## src/rtl/db_req_arbiter.sv

```systemverilog
// Round-robin arbiter sharing one db_cont lookup/update engine between two request ports.
// Optional grant/hit statistics counters are enabled by defining DB_ARB_STATS_EN.
module db_req_arbiter #(
   parameter int HASH_SIZE  = 32,
   parameter int KEY_SIZE   = 96,
   parameter int VAL_SIZE   = 32,
   parameter int SETUP_CYC  = 1,
   parameter int WINDOW_CYC = 3
) (
   input  logic                 clk,
   input  logic                 rst,
   input  logic                 p0_valid,
   output logic                 p0_ready,
   input  logic [3:0]           p0_op,
   input  logic [HASH_SIZE-1:0] p0_hash,
   input  logic [KEY_SIZE-1:0]  p0_key,
   input  logic [VAL_SIZE-1:0]  p0_value,
   output logic                 p0_resp_valid,
   output logic                 p0_resp_hit,
   output logic [3:0]           p0_resp_flag,
   input  logic                 p1_valid,
   output logic                 p1_ready,
   input  logic [3:0]           p1_op,
   input  logic [HASH_SIZE-1:0] p1_hash,
   input  logic [KEY_SIZE-1:0]  p1_key,
   input  logic [VAL_SIZE-1:0]  p1_value,
   output logic                 p1_resp_valid,
   output logic                 p1_resp_hit,
   output logic [3:0]           p1_resp_flag,
   output logic                 db_in_valid,
   output logic [3:0]           db_in_op,
   output logic [HASH_SIZE-1:0] db_in_hash,
   output logic [KEY_SIZE-1:0]  db_in_key,
   output logic [VAL_SIZE-1:0]  db_in_value,
   input  logic                 db_out_valid,
   input  logic [3:0]           db_out_flag
`ifdef DB_ARB_STATS_EN
   ,
   output logic [15:0]          stat_p0_cnt,
   output logic [15:0]          stat_p1_cnt,
   output logic [15:0]          stat_hit_cnt
`endif
);

   // state   | meaning
   // S_IDLE  | engine free, arbitrate and accept one request
   // S_SETUP | db_in_* driven, waiting out DPRAM read latency
   // S_ISSUE | one-cycle db_in_valid pulse
   // S_WAIT  | guard window, collect engine out_valid/out_flag
   // S_RESP  | one-cycle response to the owning port
   typedef enum logic [2:0] {S_IDLE, S_SETUP, S_ISSUE, S_WAIT, S_RESP} state_t;

   localparam logic [1:0] SETUP_LOAD = 2'(SETUP_CYC - 1);
   localparam logic [3:0] WIN_LOAD   = 4'(WINDOW_CYC - 1);

   state_t               state_q, state_d;
   logic [1:0]           setup_cnt_q, setup_cnt_d;
   logic [3:0]           win_cnt_q, win_cnt_d;
   logic                 owner_q, owner_d;
   logic                 last_grant_q, last_grant_d;
   logic                 hit_q, hit_d;
   logic [3:0]           flag_q, flag_d;
   logic [3:0]           op_q, op_d;
   logic [HASH_SIZE-1:0] hash_q, hash_d;
   logic [KEY_SIZE-1:0]  key_q, key_d;
   logic [VAL_SIZE-1:0]  value_q, value_d;
   logic                 grant0, grant1;

   always_comb begin
      state_d      = state_q;
      setup_cnt_d  = setup_cnt_q;
      win_cnt_d    = win_cnt_q;
      owner_d      = owner_q;
      last_grant_d = last_grant_q;
      hit_d        = hit_q;
      flag_d       = flag_q;
      op_d         = op_q;
      hash_d       = hash_q;
      key_d        = key_q;
      value_d      = value_q;
      grant0       = 1'b0;
      grant1       = 1'b0;
      case (state_q)
         S_IDLE: begin
            // No acceptance while reset is held, so no handshake can be lost.
            if (rst) begin
               if (p0_valid && (!p1_valid || last_grant_q)) grant0 = 1'b1;
               else if (p1_valid)                           grant1 = 1'b1;
            end
            if (grant0 || grant1) begin
               owner_d      = grant1;
               last_grant_d = grant1;
               op_d         = grant1 ? p1_op    : p0_op;
               hash_d       = grant1 ? p1_hash  : p0_hash;
               key_d        = grant1 ? p1_key   : p0_key;
               value_d      = grant1 ? p1_value : p0_value;
               setup_cnt_d  = SETUP_LOAD;
               state_d      = S_SETUP;
            end
         end
         S_SETUP: begin
            if (setup_cnt_q == 2'd0) state_d = S_ISSUE;
            else                     setup_cnt_d = setup_cnt_q - 2'd1;
         end
         S_ISSUE: begin
            win_cnt_d = WIN_LOAD;
            state_d   = S_WAIT;
         end
         S_WAIT: begin
            if (db_out_valid) begin
               hit_d  = 1'b1;
               flag_d = db_out_flag;
            end
            if (win_cnt_q == 4'd0) state_d = S_RESP;
            else                   win_cnt_d = win_cnt_q - 4'd1;
         end
         S_RESP: begin
            hit_d   = 1'b0;
            flag_d  = 4'd0;
            state_d = S_IDLE;
         end
         default: state_d = S_IDLE;
      endcase
   end

   always_ff @(posedge clk or negedge rst) begin
      if (!rst) begin
         state_q      <= S_IDLE;
         setup_cnt_q  <= '0;
         win_cnt_q    <= '0;
         owner_q      <= 1'b0;
         last_grant_q <= 1'b1;
         hit_q        <= 1'b0;
         flag_q       <= '0;
         op_q         <= '0;
         hash_q       <= '0;
         key_q        <= '0;
         value_q      <= '0;
      end else begin
         state_q      <= state_d;
         setup_cnt_q  <= setup_cnt_d;
         win_cnt_q    <= win_cnt_d;
         owner_q      <= owner_d;
         last_grant_q <= last_grant_d;
         hit_q        <= hit_d;
         flag_q       <= flag_d;
         op_q         <= op_d;
         hash_q       <= hash_d;
         key_q        <= key_d;
         value_q      <= value_d;
      end
   end

   assign p0_ready      = grant0;
   assign p1_ready      = grant1;
   assign db_in_valid   = (state_q == S_ISSUE);
   assign db_in_op      = op_q;
   assign db_in_hash    = hash_q;
   assign db_in_key     = key_q;
   assign db_in_value   = value_q;
   assign p0_resp_valid = (state_q == S_RESP) && !owner_q;
   assign p1_resp_valid = (state_q == S_RESP) && owner_q;
   assign p0_resp_hit   = p0_resp_valid && hit_q;
   assign p1_resp_hit   = p1_resp_valid && hit_q;
   assign p0_resp_flag  = p0_resp_valid ? flag_q : 4'd0;
   assign p1_resp_flag  = p1_resp_valid ? flag_q : 4'd0;

`ifdef DB_ARB_STATS_EN
   logic [15:0] stat_p0_q, stat_p1_q, stat_hit_q;

   always_ff @(posedge clk or negedge rst) begin
      if (!rst) begin
         stat_p0_q  <= '0;
         stat_p1_q  <= '0;
         stat_hit_q <= '0;
      end else begin
         if (grant0) stat_p0_q <= stat_p0_q + 16'd1;
         if (grant1) stat_p1_q <= stat_p1_q + 16'd1;
         if ((state_q == S_RESP) && hit_q) stat_hit_q <= stat_hit_q + 16'd1;
      end
   end

   assign stat_p0_cnt  = stat_p0_q;
   assign stat_p1_cnt  = stat_p1_q;
   assign stat_hit_cnt = stat_hit_q;
`endif

endmodule
```

## config.mk

```make
export PLATFORM = sky130hd
export DESIGN_NAME = db_req_arbiter
export DESIGN_NICKNAME = d
export VERILOG_FILES = /design/src/rtl/db_req_arbiter.sv
export SDC_FILE = /design/constraint.sdc
export NUM_CORES = 1
export LEC_CHECK = 0
export BUFFER_PORTS_ARGS = -buffer_cell sky130_fd_sc_hd__buf_2
export CORE_AREA = 5 5 197 199
export CTS_CLUSTER_DIAMETER = 100
export DETAILED_ROUTE_END_ITERATION = 8
export DIE_AREA = 0 0 202 204
export SLEW_MARGIN = 5
export SYNTH_ARGS = -nofsm -noshare
export SYNTH_HDL_FRONTEND = slang
export SYNTH_SLANG_ARGS = --single-unit
```

## constraint.sdc

```tcl
create_clock -name clk -period 1.99 [get_ports clk]
set_clock_uncertainty 0.15 [all_clocks]
set_input_delay 0.4975 -clock clk [delete_from_list [all_inputs] [get_ports clk]]
set_output_delay 0.4975 -clock clk [all_outputs]
set_load 0.01 [all_outputs]
```

==> results.py <==
metrics = {
    "flow_run": {
        "max_cap_viol_count": 0,
    },
    "worst_setup_path": {
        "cp.required_ns": 1.34,
        "worstPathMaxFanout": 8,
        "cp.arrival_ns": 1.66,
        "crit_path_frequent_cell": "buf_6",
        "worstSetupEndpointType": "primary output",
        "critPathKind": "reg2out",
        "crit_chain": "buf_6 > nor4b_4 > buf_4 > and2_4 > buf_6",
        "crit_path_top_delay_cell": "dfrtp_2",
        "slowest_delay_ns": 0.47,
        "critPathLaunchType": "register",
    },
    "grt": {
        "grt_start_max_net_pins": 85,
        "globalRoute.totalOverflow": 0,
        "grt_use_total_pct": 19.9,
        "grt_pass1_wl_um": 66400,
        "first_global_vias": 11700,
        "antenna_found_initial": 3,
    },
    "logic_synthesis": {
        "syn_area_um2": 9790,
        "synth_async_sr_flop_share_pct": 100,
        "netlist_top_cells_area": "dfrtp_1, o2111ai_1, a31oi_1",
        "synth.most_common_cell": "dfrtp_1",
        "ys_types": 36,
        "syn-instance-count": 1085,
        "netlist.top_cell.by_area": "dfrtp_1",
        "synth_enable_flop_cells": 0,
        "synth-seq-area-share_pct": 46.0,
        "synthDominantCellAreaShare_pct": 45.8,
        "synthFlopType": "dfrtp_1",
        "synth.cells.most_frequent": "dfrtp_1, a21oi_1, o21ai_0, a31oi_1, o2111ai_1",
        "ys_ff_latch": 180,
        "syn_nets": 1425,
        "synth.yosys.warnings": 0,
        "synth.avg_cell_area_um2": 9.02,
    },
    "status": {
        "run_status": "complete, but fails checks",
        "violated_checks": "setup timing",
    },
    "pwr": {
        "static-leakage-power_nw": 6.03,
        "sw_frac_of_total_pct": 42.9,
        "worst_ir_drop_vdd_uv": 628,
        "combinational_power_share_pct": 49.9,
        "p_int_mw": 11.3,
        "total_power_mw": 19.8,
        "power.density_cell_area_nw_per_um2": 1390,
        "share_clk_of_total_power_pct": 16.5,
        "switchingPower_mw": 8.50,
        "seq_power_share_pct": 33.7,
    },
    "sta": {
        "timing_worst_slew_pin_value_ns": 0.445,
        "fmax_mhz": 434,
        "final-setup-viol-count": 153,
        "post-route-min-period_ns": 2.31,
        "finalWorstSetupSlack_ns": -0.316,
        "hold_ws_ns": 0.164,
        "max-slew-margin-rel_pct": 70.4,
        "number_of_max_slew_violations_in_the_final_report": 0,
        "setup_repair_after_global_routing_missed_its_margin": "yes",
        "report.final.hold_viol_count": 0,
        "period_share_pct": 116,
    },
    "detailed_routing": {
        "finalWirelength_um": 44300,
        "remaining_drc_errors": 0,
        "vias_per_cell": 5.69,
        "drt-wirelength-per-cell_um": 21.6,
        "ant_nets": 0,
        "vias": 11700,
        "detail_route.first_pass.iterations": 5,
        "drt_first_iter_violations": 946,
    },
    "clock_network": {
        "root_buffer": "clkbuf_16",
        "cts_num_sinks": 180,
        "clock_tree.buffer_depth": 2,
        "clkSlewWorstSetupHoldPaths_ns": 0.07,
        "clock_insertion_delay_worst_skew_ns": 0.44,
        "cts-htree-levels": 4,
        "cts_inserted_buffers": 17,
        "tritoncts": "built",
    },
    "layout": {
        "fraction_of_final_layout_cells_with_drive_strength_greater_than_1_pct": 42.9,
        "nets": 1900,
        "layout_fillers": 3783,
        "synthToLayoutAreaGrowth_pct": 46.0,
        "area.sequential_um2": 4510,
        "multiInputGateArea_um2": 4670,
    },
    "placed_design": {
        "port_buffers": 515,
        "placement.setup.worst_slack_ns": 0.0246,
        "place.gp.congestion": 0.869,
        "dp.final_hpwl_um": 30800,
    },
    "floorplan": {
        "ioPinCount": 516,
        "die_height_um": 204,
        "floorplan.die.width_um": 202,
        "initial_core_util_pct": 26.4,
        "coreArea_um2": 37000,
        "die_area_um2": 41200,
        "std_cell_rows": 71,
    },
    "min_path": {
        "worstHoldPathType": "in2reg",
    },
}
[per-stage QoR]
stage	setup TNS (ns)	instance area [µm²]	instances	util, %
global route	-26.65	14300	2049	38.6
finish	-15.29	14300	2050	38.6
CTS	-27.48	14100	2037	38.1
floorplan	0	9820	1085	-
global placement	0	13400	1998	36.3
detailed placement	0	13400	1998	36.3
[what timing repair did]
item                                   CTS  global route
gates resized for setup                 17            16
buffers inserted                         7             6
pin swaps                               12             1
endpoints found under the hold margin  110            33
hold buffers                             1             2
setup endpoints to repair               15           179
cloned                                   0             2
[state kept, by name, summed over array words and instances, names as in the netlist]
name / flops
db_in_key: 96
db_in_hash: 32
db_in_value: 32
db_in_op: 4
flag_q: 4
win_cnt_q: 4
state_q: 3
setup_cnt_q: 2
hit_q: 1
last_grant_q: 1
owner_q: 1
[power groups by stage]
| stage | Clock (mW) | Sequential (mW) | Combinational (mW) |
|---|---|---|---|
| detailed placement | 0 | 6.65 | 9.35 |
| floorplan | 0 | 7.25 | 4.22 |
| CTS | 3.35 | 6.64 | 9.49 |
| global route | 3.48 | 6.88 | 10.8 |
| global placement | 0 | 6.65 | 9.20 |
| finish | 3.26 | 6.67 | 9.89 |
[critical path, delay by kind of cell, from the launching register on]
| kind | cells | cell delay [ns] |
|---|---|---|
| AND/OR/NAND/NOR | 2 | 0.35 |
| buffers and inverters | 3 | 0.40 |
| flip-flops | 1 | 0.47 |
[placed cells by master (no fill, tap or decap), types with 4 or more instances in the layout]
cell         n
inv_1        5
a31oi_1    164
dfrtp_1    176
o21ai_0    166
buf_12      30
buf_2      503
and2_4       9
buf_6       14
nor2_1       9
a21oi_1    171
o2111ai_1  164
clkbuf_16   19
nand2_1      8
clkbuf_8     4
diode_2      4
buf_4       68
clkbuf_1     4
o22ai_1      5
[metal layers]
| layer | GRT usage, % | vias up | wire length (µm) |
|---|---|---|---|
| met1 | 26.6 | 5657 | 18300 |
| met4 | 8.52 | 0 | 1510 |
| met2 | 31.1 | 634 | 21000 |
| met3 | 4.28 | 92 | 3460 |
| li1 | - | 5289 | - |
| met5 | 0 | - | 0 |
[path summary, 6_finish.rpt]
kind,startpoint,to,slack [ns],depth (start not counted)
setup / recovery,state_q[2],p0_resp_flag[1],-0.32,5
hold / removal,p0_value[19],db_in_value[19],0.16,3
setup reg to reg,state_q[1],setup_cnt_q[0],0.09,6
hold reg to reg,win_cnt_q[0],win_cnt_q[0],0.36,1
max in group asynchronous,rst,db_in_hash[21],0.49,4
min in group asynchronous,rst,db_in_key[66],0.71,3
[cells by family (layout without fill, tap and decap cells)]
logic type | after synthesis | count (layout) | share of synthesized area (%)
other | 0 | 4 | 0
adders and majority gates | 3 | 3 | 0.383
DFF | 180 | 180 | 46.0
buffers and inverters | 175 | 662 | 7.20
AOI/OAI and AO/OA | 679 | 679 | 43.4
and+or+nand+nor | 45 | 45 | 2.65
muxes | 3 | 3 | 0.307
[cell type report]
class / instances / share of cell area, %
multi-input combinational: 730 / 32.7
clock inverter: 6 / 0.324
timing repair buffer: 622 / 27.5
clock buffer: 25 / 3.47
tap: 474 / 4.15
sequential: 180 / 31.6
antenna: 4 / 0.0700
inverter: 9 / 0.289
No activity file was read; power rests on OpenSTA's default activity.
